[config.mk]
export PLATFORM = sky130hd
export DESIGN_NAME = lsu_mem_master
export DESIGN_NICKNAME = d
export VERILOG_FILES = /design/src/rtl/lsu_mem_master.sv
export SDC_FILE = /design/constraint.sdc
export NUM_CORES = 1
export LEC_CHECK = 0
export BUFFER_PORTS_ARGS = -buffer_cell sky130_fd_sc_hd__buf_2
export CORE_MARGIN = 2
export CORE_UTILIZATION = 35
export CTS_CLUSTER_SIZE = 12
export DETAILED_ROUTE_END_ITERATION = 8
export SKIP_LAST_GASP = 1
export SYNTH_ARGS = -nofsm -noshare
export SYNTH_HDL_FRONTEND = slang
export SYNTH_SLANG_ARGS = --single-unit
[constraint.sdc]
create_clock -name clk -period 4.1 [get_ports clk]
set_input_delay 0.82 -clock clk [delete_from_list [all_inputs] [get_ports clk]]
set_output_delay 0.82 -clock clk [all_outputs]
set_load 0.05 [all_outputs]
[src/rtl/lsu_mem_master.sv]
// Load/store initiator: one B/H/W request at a time onto a word-organised memory port.
// Define LSU_MISALIGN_SPLIT_EN to run word-crossing accesses as two memory beats.
module lsu_mem_master #(
   parameter int ADDR_W = 32
) (
   input  logic              clk,
   input  logic              rst,
   input  logic              req_valid,
   output logic              req_ready,
   input  logic              req_we,
   input  logic [2:0]        req_funct3,
   input  logic [ADDR_W-1:0] req_addr,
   input  logic [31:0]       req_wdata,
   output logic              resp_valid,
   output logic [31:0]       resp_rdata,
   output logic              resp_err,
   output logic [ADDR_W-3:0] mem_address,
   output logic [31:0]       mem_write_data,
   input  logic [31:0]       mem_read_data,
   output logic              mem_enable,
   output logic [3:0]        mem_write_flag
);

   typedef enum logic [1:0] {IDLE, ACC0, ACC1, RESP} state_t;

   localparam logic [ADDR_W-3:0] WORD_ONE = {{(ADDR_W-3){1'b0}}, 1'b1};

   state_t            state_q, state_d;
   logic              we_q, we_d;
   logic [2:0]        f3_q, f3_d;
   logic [ADDR_W-1:0] addr_q, addr_d;
   logic [31:0]       wdata_q, wdata_d;
   logic [31:0]       lo_q, lo_d;
   logic [31:0]       hi_q, hi_d;
   logic              err_q, err_d;
   logic              cross_q, cross_d;

   function automatic logic [2:0] size_of(input logic [1:0] f);
      case (f)
         2'b00:   size_of = 3'd1;
         2'b01:   size_of = 3'd2;
         default: size_of = 3'd4;
      endcase
   endfunction

   logic [2:0] req_size;
   logic       req_cross, req_illegal, req_bad;

   always_comb begin
      req_size    = size_of(req_funct3[1:0]);
      req_cross   = ({2'b00, req_addr[1:0]} + {1'b0, req_size}) > 4'd4;
      req_illegal = req_we ? (req_funct3[2] | (req_funct3[1:0] == 2'b11))
                           : ((req_funct3 == 3'b011) | (req_funct3[2:1] == 2'b11));
`ifdef LSU_MISALIGN_SPLIT_EN
      req_bad     = req_illegal;
`else
      req_bad     = req_illegal | req_cross;
`endif
   end

   logic [1:0]        off;
   logic [2:0]        size;
   logic [7:0]        mask8;
   logic [63:0]       data64;
   logic [ADDR_W-3:0] word_addr;
   logic [31:0]       ld_word;
   logic [31:0]       ld_data;

   always_comb begin
      off       = addr_q[1:0];
      size      = size_of(f3_q[1:0]);
      mask8     = ((size == 3'd1) ? 8'h01 : (size == 3'd2) ? 8'h03 : 8'h0F) << off;
      data64    = {32'b0, wdata_q} << {off, 3'b000};
      word_addr = addr_q[ADDR_W-1:2];
      // {hi,lo} >> 8*off; a zero offset shifts hi fully out
      ld_word   = (lo_q >> {off, 3'b000}) | (hi_q << (6'd32 - {1'b0, off, 3'b000}));
      case (f3_q)
         3'b000:  ld_data = {{24{ld_word[7]}}, ld_word[7:0]};
         3'b001:  ld_data = {{16{ld_word[15]}}, ld_word[15:0]};
         3'b100:  ld_data = {24'b0, ld_word[7:0]};
         3'b101:  ld_data = {16'b0, ld_word[15:0]};
         default: ld_data = ld_word;
      endcase
   end

   always_comb begin
      state_d        = state_q;
      we_d           = we_q;
      f3_d           = f3_q;
      addr_d         = addr_q;
      wdata_d        = wdata_q;
      lo_d           = lo_q;
      hi_d           = hi_q;
      err_d          = err_q;
      cross_d        = cross_q;
      req_ready      = 1'b0;
      resp_valid     = 1'b0;
      resp_rdata     = 32'b0;
      resp_err       = 1'b0;
      mem_address    = '0;
      mem_write_data = 32'b0;
      mem_enable     = 1'b0;
      mem_write_flag = 4'b0;
      case (state_q)
         IDLE: begin
            req_ready = 1'b1;
            if (req_valid) begin
               we_d    = req_we;
               f3_d    = req_funct3;
               addr_d  = req_addr;
               wdata_d = req_wdata;
               err_d   = req_bad;
               cross_d = req_cross;
               state_d = req_bad ? RESP : ACC0;
            end
         end
         ACC0: begin
            mem_address    = word_addr;
            mem_write_data = data64[31:0];
            mem_enable     = we_q & ~rst;
            mem_write_flag = we_q ? mask8[3:0] : 4'b0;
            if (!we_q) lo_d = mem_read_data;
            state_d = cross_q ? ACC1 : RESP;
         end
         ACC1: begin
            mem_address    = word_addr + WORD_ONE;
            mem_write_data = data64[63:32];
            mem_enable     = we_q & ~rst;
            mem_write_flag = we_q ? mask8[7:4] : 4'b0;
            if (!we_q) hi_d = mem_read_data;
            state_d = RESP;
         end
         RESP: begin
            resp_valid = ~rst;
            resp_err   = err_q;
            resp_rdata = (err_q | we_q) ? 32'b0 : ld_data;
            state_d    = IDLE;
         end
         default: state_d = IDLE;
      endcase
   end

   always_ff @(posedge clk) begin
      if (rst) begin
         state_q <= IDLE;
         we_q    <= 1'b0;
         f3_q    <= 3'b0;
         addr_q  <= '0;
         wdata_q <= 32'b0;
         lo_q    <= 32'b0;
         hi_q    <= 32'b0;
         err_q   <= 1'b0;
         cross_q <= 1'b0;
      end else begin
         state_q <= state_d;
         we_q    <= we_d;
         f3_q    <= f3_d;
         addr_q  <= addr_d;
         wdata_q <= wdata_d;
         lo_q    <= lo_d;
         hi_q    <= hi_d;
         err_q   <= err_d;
         cross_q <= cross_d;
      end
   end

endmodule

# Word-level counts from Yosys, hierarchy flattened
# Cells that the tools add are included.
[classes] n_addsub=3 magnitude_cmp=1 n_eq_ne=14 shift=4 n_mux=21 bitwise=8 n_reduce_logical=8
[ops] op="32-bit case mux with 4 select lines" count=1
[ops] op="32-bit two-way mux" count=2
[ops] op="32-bit case mux with 2 select lines" count=1
[ops] op="32-bit by 5-bit << shifter with 64-bit output" count=1
[ops] op="30-bit case mux with 2 select lines" count=1
[ops] op="32-bit OR" count=1
[ops] op="32-bit by 6-bit << shifter with 32-bit output" count=1
[ops] op="32-bit by 5-bit right shift with 32-bit output" count=1
[ops] op="30-bit by 1-bit adder with 30-bit output (second input constant)" count=1
[ops] op="4-bit two-way mux" count=4
[ops] op="3-bit case mux with 2 select lines" count=2
[ops] op="2-bit == test (second input constant)" count=4
[ops] op="2-bit case mux with 4 select lines" count=1
[ops] op="4-bit case mux with 2 select lines" count=1
[ops] op="4-bit by 2-bit << shifter with 8-bit output" count=1
[ops] op="2-bit by 1-bit == test with 1-bit output (second input constant)" count=3
[ops] op="3-bit by 1-bit == test with 1-bit output (second input constant)" count=2
[ops] op="3-bit by 2-bit == test with 1-bit output (second input constant)" count=2
[ops] op="3-bit == test (second input constant)" count=2
[ops] op="2-bit logical NOT" count=3
[ops] op="1-bit two-way mux" count=6
[ops] op="2-bit AND reduction" count=3
[ops] op="6-bit by 5-bit subtractor with 6-bit output (first input constant)" count=1
[ops] op="2-bit by 3-bit adder with 4-bit output" count=1
[ops] op="8 further kinds" count=13
[totals] register_bits=136 inputBits=103 wordCells=68

# Depth between registers and ports, before layout
# Gate-level depths: netlist of run 1.
[logic_depth] ltp_word=8 mapped_depth=12 ltp_nobuf=8

# Worst setup path before layout of run 1
# No wires, ideal clock.
[synth_path] path_kind="reg-to-output" startpoint="reg addr_q[0]" endpoint="out resp_rdata[16]" arrival_ns=3.282 required_ns=3.280 setup_slack_ns=-0.002 stages_incl_launch_ff=11 path_cell_list="dfxtp_1 -> clkbuf_1 -> inv_1 -> clkbuf_1 -> buf_1 -> ha_1 -> buf_6 -> o311a_1 -> o31a_1 -> a221o_4 -> nor2_1"
[synth_via] elab_chain_len=6 elab_cells_between_ends=7 cone_classes="1 x add/sub; 2 x shift; 3 x mux; 1 x bitwise"
[synth_lines] element="start: declaration" line_no="31" rtl="logic [ADDR_W-1:0] addr_q, addr_d;"
[synth_lines] element="start signal: assignment" line_no="158" rtl="addr_q <= addr_d;"
[synth_lines] element="6-bit by 5-bit subtractor with 6-bit output" line_no="76" rtl="ld_word = (lo_q >> {off, 3'b000}) | (hi_q << (6'd32 - {1'b0, off, 3'b000}));"
[synth_lines] element="32-bit by 6-bit << shifter with 32-bit output" line_no="76"
[synth_lines] element="32-bit OR *" line_no="76"
[synth_lines] element="32-bit case mux with 4 select lines *" line_no="77" rtl="case (f3_q)"
[synth_lines] element="32-bit two-way mux *" line_no="136" rtl="resp_rdata = (err_q | we_q) ? 32'b0 : ld_data;"
[synth_lines] element="32-bit two-way mux *" line_no="104" rtl="case (state_q)"
[synth_lines] element="end: declaration" line_no="15" rtl="output logic [31:0] resp_rdata,"
# Mark *: on every way between the ends. The rest lies on a longest branch, timed or not.

# Worst setup path after layout of run 1
[layout_path] startpoint="reg addr_q[1]" endpoint="out resp_rdata[20]"
# Same word-level chain as after synthesis.

==> metrics.sh, run 1 <==
OUTCOME='completed'
WORST_SETUP_PATH_END_KIND='output pin'
CTS_TREE='done'
CRIT_REQUIRED_NS=3.28
DIE_WIDTH_UM=157
CLOCK-SKEW-FINAL_NS=0.0109
HOLD_VIOL=0
CLOCKPOWERSHARE=0.258
BUFFER_PORTS.INSERTED=204
REPORT.POWER.TOTAL_W=0.00596
FINAL_PERIOD_MINUS_WORST_SETUP_SLACK_NS=3.92
WORST_EP_ARRIVAL_TIME_NS=3.10
CAP_VIOLATIONS=0
PLACE_CONGESTION=0.886
MAX_CLOCK_FREQ_MHz=255
GRT-OVFL-TOTAL=0
PLACEMENT_ROWS=56
SYN-CELL-AREA_UM2=8250
FINAL_ANTENNA_NET_COUNT=0
CTS_MADE_BUFFERS=17
ROUTE.VIAS.TOTAL=8995
IR_DROP_mV=0.347
MOSTFREQUENTLAYOUTCELLS='sky130_fd_sc_hd__nand2_1 (351), sky130_fd_sc_hd__buf_2 (200), sky130_fd_sc_hd__a21oi_1 (157)'
IOPINCOUNT=205
ASYNC_FLOP_SHARE=0
FINALMAXSLEWVIOLATIONS=0
INITIAL_CELL_DENSITY_OF_THE_CORE=0.353
TOTAL_SWITCHING_POWER_W=0.00273
GR-USAGE-ALL-LAYERS=0.229
YOSYSUNIQUECELLTYPES=59
FINALCRITPERIODSHARE=0.955
MAXIMUM_LEVEL_OF_THE_CTS_H_TREE=4
SEQUENTIAL_FRACTION_OF_THE_SYNTHESIS_AREA=0.330
INTPOWER_W=0.00323
SHARE_COMB_OF_TOTAL_POWER=0.416
HOLD_PATH_CLASS='register to register'
POSTSYNTH.TOPFLOPCELL='sky130_fd_sc_hd__dfxtp_1'
CTS_NUM_SINKS=136
POST_SYNTH_NET_TOTAL=1275
GRT_MAX_DEGREE=76
CRIT_PATH_MAX_FANOUT=20
HEIGHT_OF_THE_CHIP_UM=157
POST-ROUTE-DRC-COUNT=0
GRT_SETUP_UNREPAIRED='no'
WORST-SLEW-PIN-TRANSITION_NS=1.18
CTS.PATH.MAX_BUFFERS=2
SYNTH_CELLS=1162
POWER_PER_CELL_AREA_nW_PER_UM2=589
RELSLEWSLACK=0.210
FIN_WS_NS=0.183
SEQ_POWER_SHARE=0.326
DRIVE_GT1_FRAC=0.221
NUMBER_OF_ENABLE_FLIP_FLOP_CELLS_AFTER_SYNTHESIS=0
SETUP.WORST_PATH.CLASS='register to output pin'
PLACE_WORST_SETUP_SLACK_NS=0.453
POWER.SHARE.SWITCHING=0.458
SETUP_VIOL_COUNT_FINAL=0
LAYOUT.NETS=1432
FINALWIRELENGTH_MM=28.9
DP_HPWL_MM=20.3
YS.WARNINGS.COUNT=0
DETAILEDROUTE.FIRSTITERATIONVIOLATIONS=642
NUMBER_OF_GLOBAL_ROUTE_VIAS_BEFORE_REPAIR=8060
CRITPATHLAUNCHTYPE='register'
CTS-ROOT-BUF='sky130_fd_sc_hd__clkbuf_16'
AREA_OVERHEAD_OF_THE_LAYOUT_RELATIVE_TO_SYNTHESIS_PCT=22.7
AVGROUTEDWIREPERCELL_UM=17.5
VIAS_PER_CELL=5.44
GRT_ANTENNA_BEFORE_REPAIR=5
WORSTSKEWPAIRLATENCY_NS=0.43
FP.COREAREA_UM2=23300
NUMBER_OF_DETAILED_ROUTE_ITERATIONS_IN_THE_FIRST_PASS=6
FLOORPLAN.DIE_AREA_UM2=24800
POWER_LEAKAGE_nW=3.97
YS_SEQ_ELEMENTS=136
CLKSLEWWORSTSETUPHOLDPATHS_NS=0.06
SYNTHESIS.AREA_PER_INSTANCE_UM2=7.10
FINAL_COMMON_CELL='sky130_fd_sc_hd__nand2_1'
GRT_PASS1_WL_MM=44.2
-- critical path: stages, from the launching register on --
cell	delay [ns]
sky130_fd_sc_hd__dfxtp_2	0.36
sky130_fd_sc_hd__clkinvlp_4	0.09
sky130_fd_sc_hd__ha_1	0.32
sky130_fd_sc_hd__buf_4	0.24
sky130_fd_sc_hd__nor2_1	0.13
sky130_fd_sc_hd__buf_4	0.21
sky130_fd_sc_hd__a221oi_1	0.11
sky130_fd_sc_hd__o31a_1	0.27
sky130_fd_sc_hd__a221o_4	0.52
sky130_fd_sc_hd__nor2_1	0.17
sky130_fd_sc_hd__clkbuf_4	0.25
-- cells by family after synthesis --
family,count (synthesis),share of synthesized area
fa+ha+maj,10,0.0161
xor+xnor,2,0.00212
compound gates,327,0.243
simple gates,503,0.258
flops,136,0.330
buf+inv,103,0.0505
mux,81,0.0997
-- state kept, by name (all words and copies together), names as in the netlist --
name and cells:
addr_q 32, hi_q 32, wdata_q 32, state_q 2, cross_q 1, f3_q 3
err_q 1, we_q 1, lo_q 32
-- power by group through the flow --
stage	Sequential (W)	Clock [W]	Combinational, W
final	0.00194	0.00154	0.00248
after global routing	0.00198	0.00163	0.00272
after CTS	0.00194	0.00157	0.00247
after detailed placement	0.00197	0	0.00247
after global placement	0.00196	0	0.00244
after floorplan	0.00182	0	0.00186
-- Yosys cell counts, drive strengths merged, types with 2 or more instances --
master | n | area [um^2]
inv | 11 | 41.3
a41oi | 3 | 26.3
or4 | 2 | 15.0
a2111oi | 9 | 78.8
clkinv | 2 | 7.51
o22ai | 9 | 56.3
o211ai | 10 | 75.1
nand3 | 15 | 75.1
o41ai | 3 | 26.3
nand2 | 352 | 1320
nand4 | 13 | 96.3
o21ai | 52 | 260
a211oi | 18 | 135
and2 | 5 | 31.3
dfxtp | 136 | 2720
nand2b | 2 | 12.5
buf | 20 | 105
a221oi | 2 | 17.5
nor2 | 84 | 343
o2bb2ai | 8 | 70.1
a21oi | 157 | 786
o31ai | 2 | 15.0
mux2 | 9 | 101
o22a | 8 | 70.1
o311ai | 2 | 17.5
and3 | 13 | 81.3
nor4 | 6 | 82.6
mux2i | 72 | 721
nor3 | 2 | 10.0
a22oi | 17 | 128
clkbuf | 70 | 263
a311oi | 3 | 26.3
ha | 9 | 113
a31oi | 8 | 50.1
xor2 | 2 | 17.5
nor2b | 4 | 25.0
a221o | 8 | 91.3
-- worst paths after layout --
check / startpoint / endpoint / slack, ns / depth (start not counted)
max: addr_q[1] / resp_rdata[20] / 0.18 / 10
min: lo_q[10] / lo_q[10] / 0.45 / 2
max reg2reg: state_q[0] / wdata_q[28] / 1.87 / 6
min reg2reg: lo_q[10] / lo_q[10] / 0.45 / 2
-- final cells by class --
type | instances | area, um^2
Multi-Input combinational cell | 923 | 5130
Inverter | 13 | 52.6
Clock inverter | 14 | 149
Timing Repair Buffer | 228 | 1210
Fill cell | 2442 | 13200
Clock buffer | 18 | 429
Sequential cell | 136 | 2730
Tap cell | 319 | 399
Antenna cell | 4 | 10.0
-- stage by stage --
step / instances / utilization / area, um^2 / TNS (ns) / hold slack, ns
4_1_cts: 1650 / 0.432 / 10100 / 0 / 0.456
5_1_grt: 1655 / 0.434 / 10100 / 0 / 0.480
3_3_place_gp: 1618 / 0.407 / 9500 / 0 / 0.445
6_report: 1655 / 0.434 / 10100 / 0 / 0.455
2_1_floorplan: 1162 / - / 8250 / -0.00939 / 0.432
3_5_place_dp: 1618 / 0.407 / 9500 / 0 / 0.448
-- timing repair --
action	4_1_cts	5_1_grt
setup endpoints to repair	0	16
buffers inserted	0	1
gates resized for setup	0	6
hold buffers	0	0
-- layer usage --
metal  wire, um  GRT usage  up-vias
met4        501     0.0727        0
met2      14000      0.388      352
met5          0          0        -
met1      12600      0.293     4210
li1           -          -     4399
met3       1800     0.0430       34
No activity file was read; power rests on OpenSTA's default activity.
==> inputs of run 2 (changes only) <==
CORE_UTILIZATION = 54   (was 35)
PLACE_DENSITY = 0.81   (was unset)
RECOVER_POWER = 50   (was unset)
==> metrics.sh, run 2 (synthesis results as in run 1) <==
OUTCOME='finished, violations left'
VIOLATIONS_IN_THE_FINAL_REPORTS='capacitance limit, slew limit'
SEQUENTIAL_CELL_AREA_UM2=2730
WORST_EP_ARRIVAL_TIME_NS=3.13
SEQ_POWER_SHARE=0.328
CRIT_REQUIRED_NS=3.28
FINALCRITPERIODSHARE=0.963
WORST-SLEW-PIN-TRANSITION_NS=2.49
GRT_ANTENNA_BEFORE_REPAIR=2
HOLD_VIOL=0
SETUP_VIOL_COUNT_FINAL=0
MULTI_INPUT_LOGIC_AREA_UM2=5110
LAYOUT.FILLER_CELLS=1284
HEIGHT_OF_THE_CHIP_UM=128
CTS-ROOT-BUF='sky130_fd_sc_hd__clkbuf_16'
PLACE_CONGESTION=0.963
GRT_SETUP_UNREPAIRED='no'
INITIAL_CELL_DENSITY_OF_THE_CORE=0.548
CTS_NUM_SINKS=136
NUMBER_OF_DETAILED_ROUTE_ITERATIONS_IN_THE_FIRST_PASS=5
PLACE.DETAILED.INSTANCES=1482
SHARE_COMB_OF_TOTAL_POWER=0.416
REG2REG_SETUP_SLACK_NS=0.61
SETUP.WORST_PATH.CLASS='register to output pin'
DP_HPWL_MM=18.0
POST_LAYOUT_NONFILLER_INSTANCES=1516
CLKSLEWWORSTSETUPHOLDPATHS_NS=0.06
WORST_SETUP_PATH_END_KIND='output pin'
HOLD_PATH_CLASS='register to register'
DETAILEDROUTE.FIRSTITERATIONVIOLATIONS=1059
GRT_PASS1_WL_MM=41.4
MOSTFREQUENTLAYOUTCELLS='sky130_fd_sc_hd__nand2_1 (352), sky130_fd_sc_hd__buf_2 (199), sky130_fd_sc_hd__a21oi_1 (157)'
POWER_PER_CELL_AREA_nW_PER_UM2=599
FLOORPLAN.DIE_AREA_UM2=16300
FINAL_ANTENNA_NET_COUNT=0
CELLS_ALONG_THE_CRITICAL_PATH='clkinvlp_4, ha_1, buf_4, nor2_1, buf_4, a221oi_1, o31a_1, a221o_4, nor2_2, buf_2'
CLOCKPOWERSHARE=0.257
FAMILY_WITH_THE_MOST_DELAY_ON_THE_WORST_PATH='compound AO/OA/AOI/OAI gates'
WORSTPATHBUFFERINVERTERCOUNT=4
CP_SLOWEST_STAGE_DELAY_NS=0.53
ROUTE.VIAS.TOTAL=9243
IOPINCOUNT=205
MAXIMUM_LEVEL_OF_THE_CTS_H_TREE=4
POWER_LEAKAGE_nW=3.90
VIAS_PER_CELL=6.10
BUFFER_PORTS.INSERTED=204
FP.COREAREA_UM2=15000
CRITPATHLAUNCHTYPE='register'
CTS_TREE='done'
IR_DROP_mV=0.397
FINALWIRELENGTH_MM=26.7
INTPOWER_W=0.00323
DRIVE_GT1_FRAC=0.212
CTS_HOLD_BUF=0
HOLD-WORST-SLACK_NS=0.458
CTS_MADE_BUFFERS=17
CLOCK-SKEW-FINAL_NS=0.00500
CAP_VIOLATIONS=4
MAX_CLOCK_FREQ_MHz=253
FINAL_COMMON_CELL='sky130_fd_sc_hd__nand2_1'
GRT_MAX_DEGREE=95
NUMBER_OF_GLOBAL_ROUTE_VIAS_BEFORE_REPAIR=8358
WORSTSKEWPAIRLATENCY_NS=0.43
FINAL_PERIOD_MINUS_WORST_SETUP_SLACK_NS=3.95
DIE_WIDTH_UM=128
RELSLEWSLACK=-0.659
TIMING.CRITICAL_PATH.SLOWEST_STAGE_CELL='sky130_fd_sc_hd__a221o_4'
AREA_OVERHEAD_OF_THE_LAYOUT_RELATIVE_TO_SYNTHESIS_PCT=19.9
POWER.SHARE.SWITCHING=0.453
POST-ROUTE-DRC-COUNT=0
CRIT_PATH_MAX_FANOUT=20
TOTAL_SWITCHING_POWER_W=0.00268
GRT-OVFL-TOTAL=0
CTS.PATH.MAX_BUFFERS=2
CRITPATHMOSTFREQUENTCELL='sky130_fd_sc_hd__buf_4'
GR-USAGE-ALL-LAYERS=0.318
FINALMAXSLEWVIOLATIONS=165
AVGROUTEDWIREPERCELL_UM=17.6
PLACEMENT_ROWS=45
TOTALNEGATIVESETUPSLACK_NS=0
FINAL_CELL_UTILIZATION_OF_THE_CORE=0.657
LAYOUT.NETS=1427
[run 2: path summary, 6_finish.rpt]
| kind | from | end | cells past startpoint |
|---|---|---|---|
| worst max-delay path | addr_q[1] | resp_rdata[26] | 10 |
| worst min-delay path | lo_q[1] | lo_q[1] | 2 |
| worst max register to register | state_q[1] | addr_q[26] | 6 |
| worst min register to register | lo_q[1] | lo_q[1] | 2 |
[run 2: timing repair]
action                                  4_1_cts  5_1_grt
resized for setup                             0        6
endpoints found under the setup margin        0       16
endpoints found under the hold margin         0        0
setup buffers                                 0        1
[run 2: power groups by stage]
stage / clock, W / sequential [W] / combinational [W]
after CTS: 0.00152 / 0.00192 / 0.00242
final: 0.00152 / 0.00194 / 0.00246
after global placement: 0 / 0.00194 / 0.00236
after global routing: 0.00160 / 0.00197 / 0.00268
after detailed placement: 0 / 0.00195 / 0.00240
after floorplan: 0 / 0.00182 / 0.00186
[run 2: metrics by stage]
stage                     setup WS [ns]  power, W  area, um^2
after detailed placement          0.541   0.00435        9290
after floorplan                -0.00157   0.00368        8250
after CTS                        0.0785   0.00586        9870
after global placement            0.583   0.00430        9290
after global routing             0.0250   0.00625        9880
final                             0.153   0.00592        9880
[run 2: per-layer routing]
| metal | wire (um) | vias up | part of all wire | track usage |
|---|---|---|---|---|
| met5 | 10 | - | 0.00037 | 0 |
| met2 | 12600 | 492 | 0.47 | 0.521 |
| met1 | 10800 | 4281 | 0.40 | 0.403 |
| li1 | - | 4370 | - | - |
| met3 | 2320 | 98 | 0.087 | 0.0632 |
| met4 | 992 | 2 | 0.037 | 0.153 |
[run 2: worst min-delay path, stage by stage (launching register included)]
cell and delay, ns:
sky130_fd_sc_hd__dfxtp_1 0.31, sky130_fd_sc_hd__nand2_1 0.05, sky130_fd_sc_hd__a21oi_1 0.05
[run 2: final cells by class]
class,instances,area share
Antenna cell,1,0.000253
Clock buffer,23,0.0504
Clock inverter,9,0.00924
Inverter,13,0.00532
Multi-Input combinational cell,923,0.517
Sequential cell,136,0.276
Tap cell,188,0.0238
Timing Repair Buffer,223,0.118
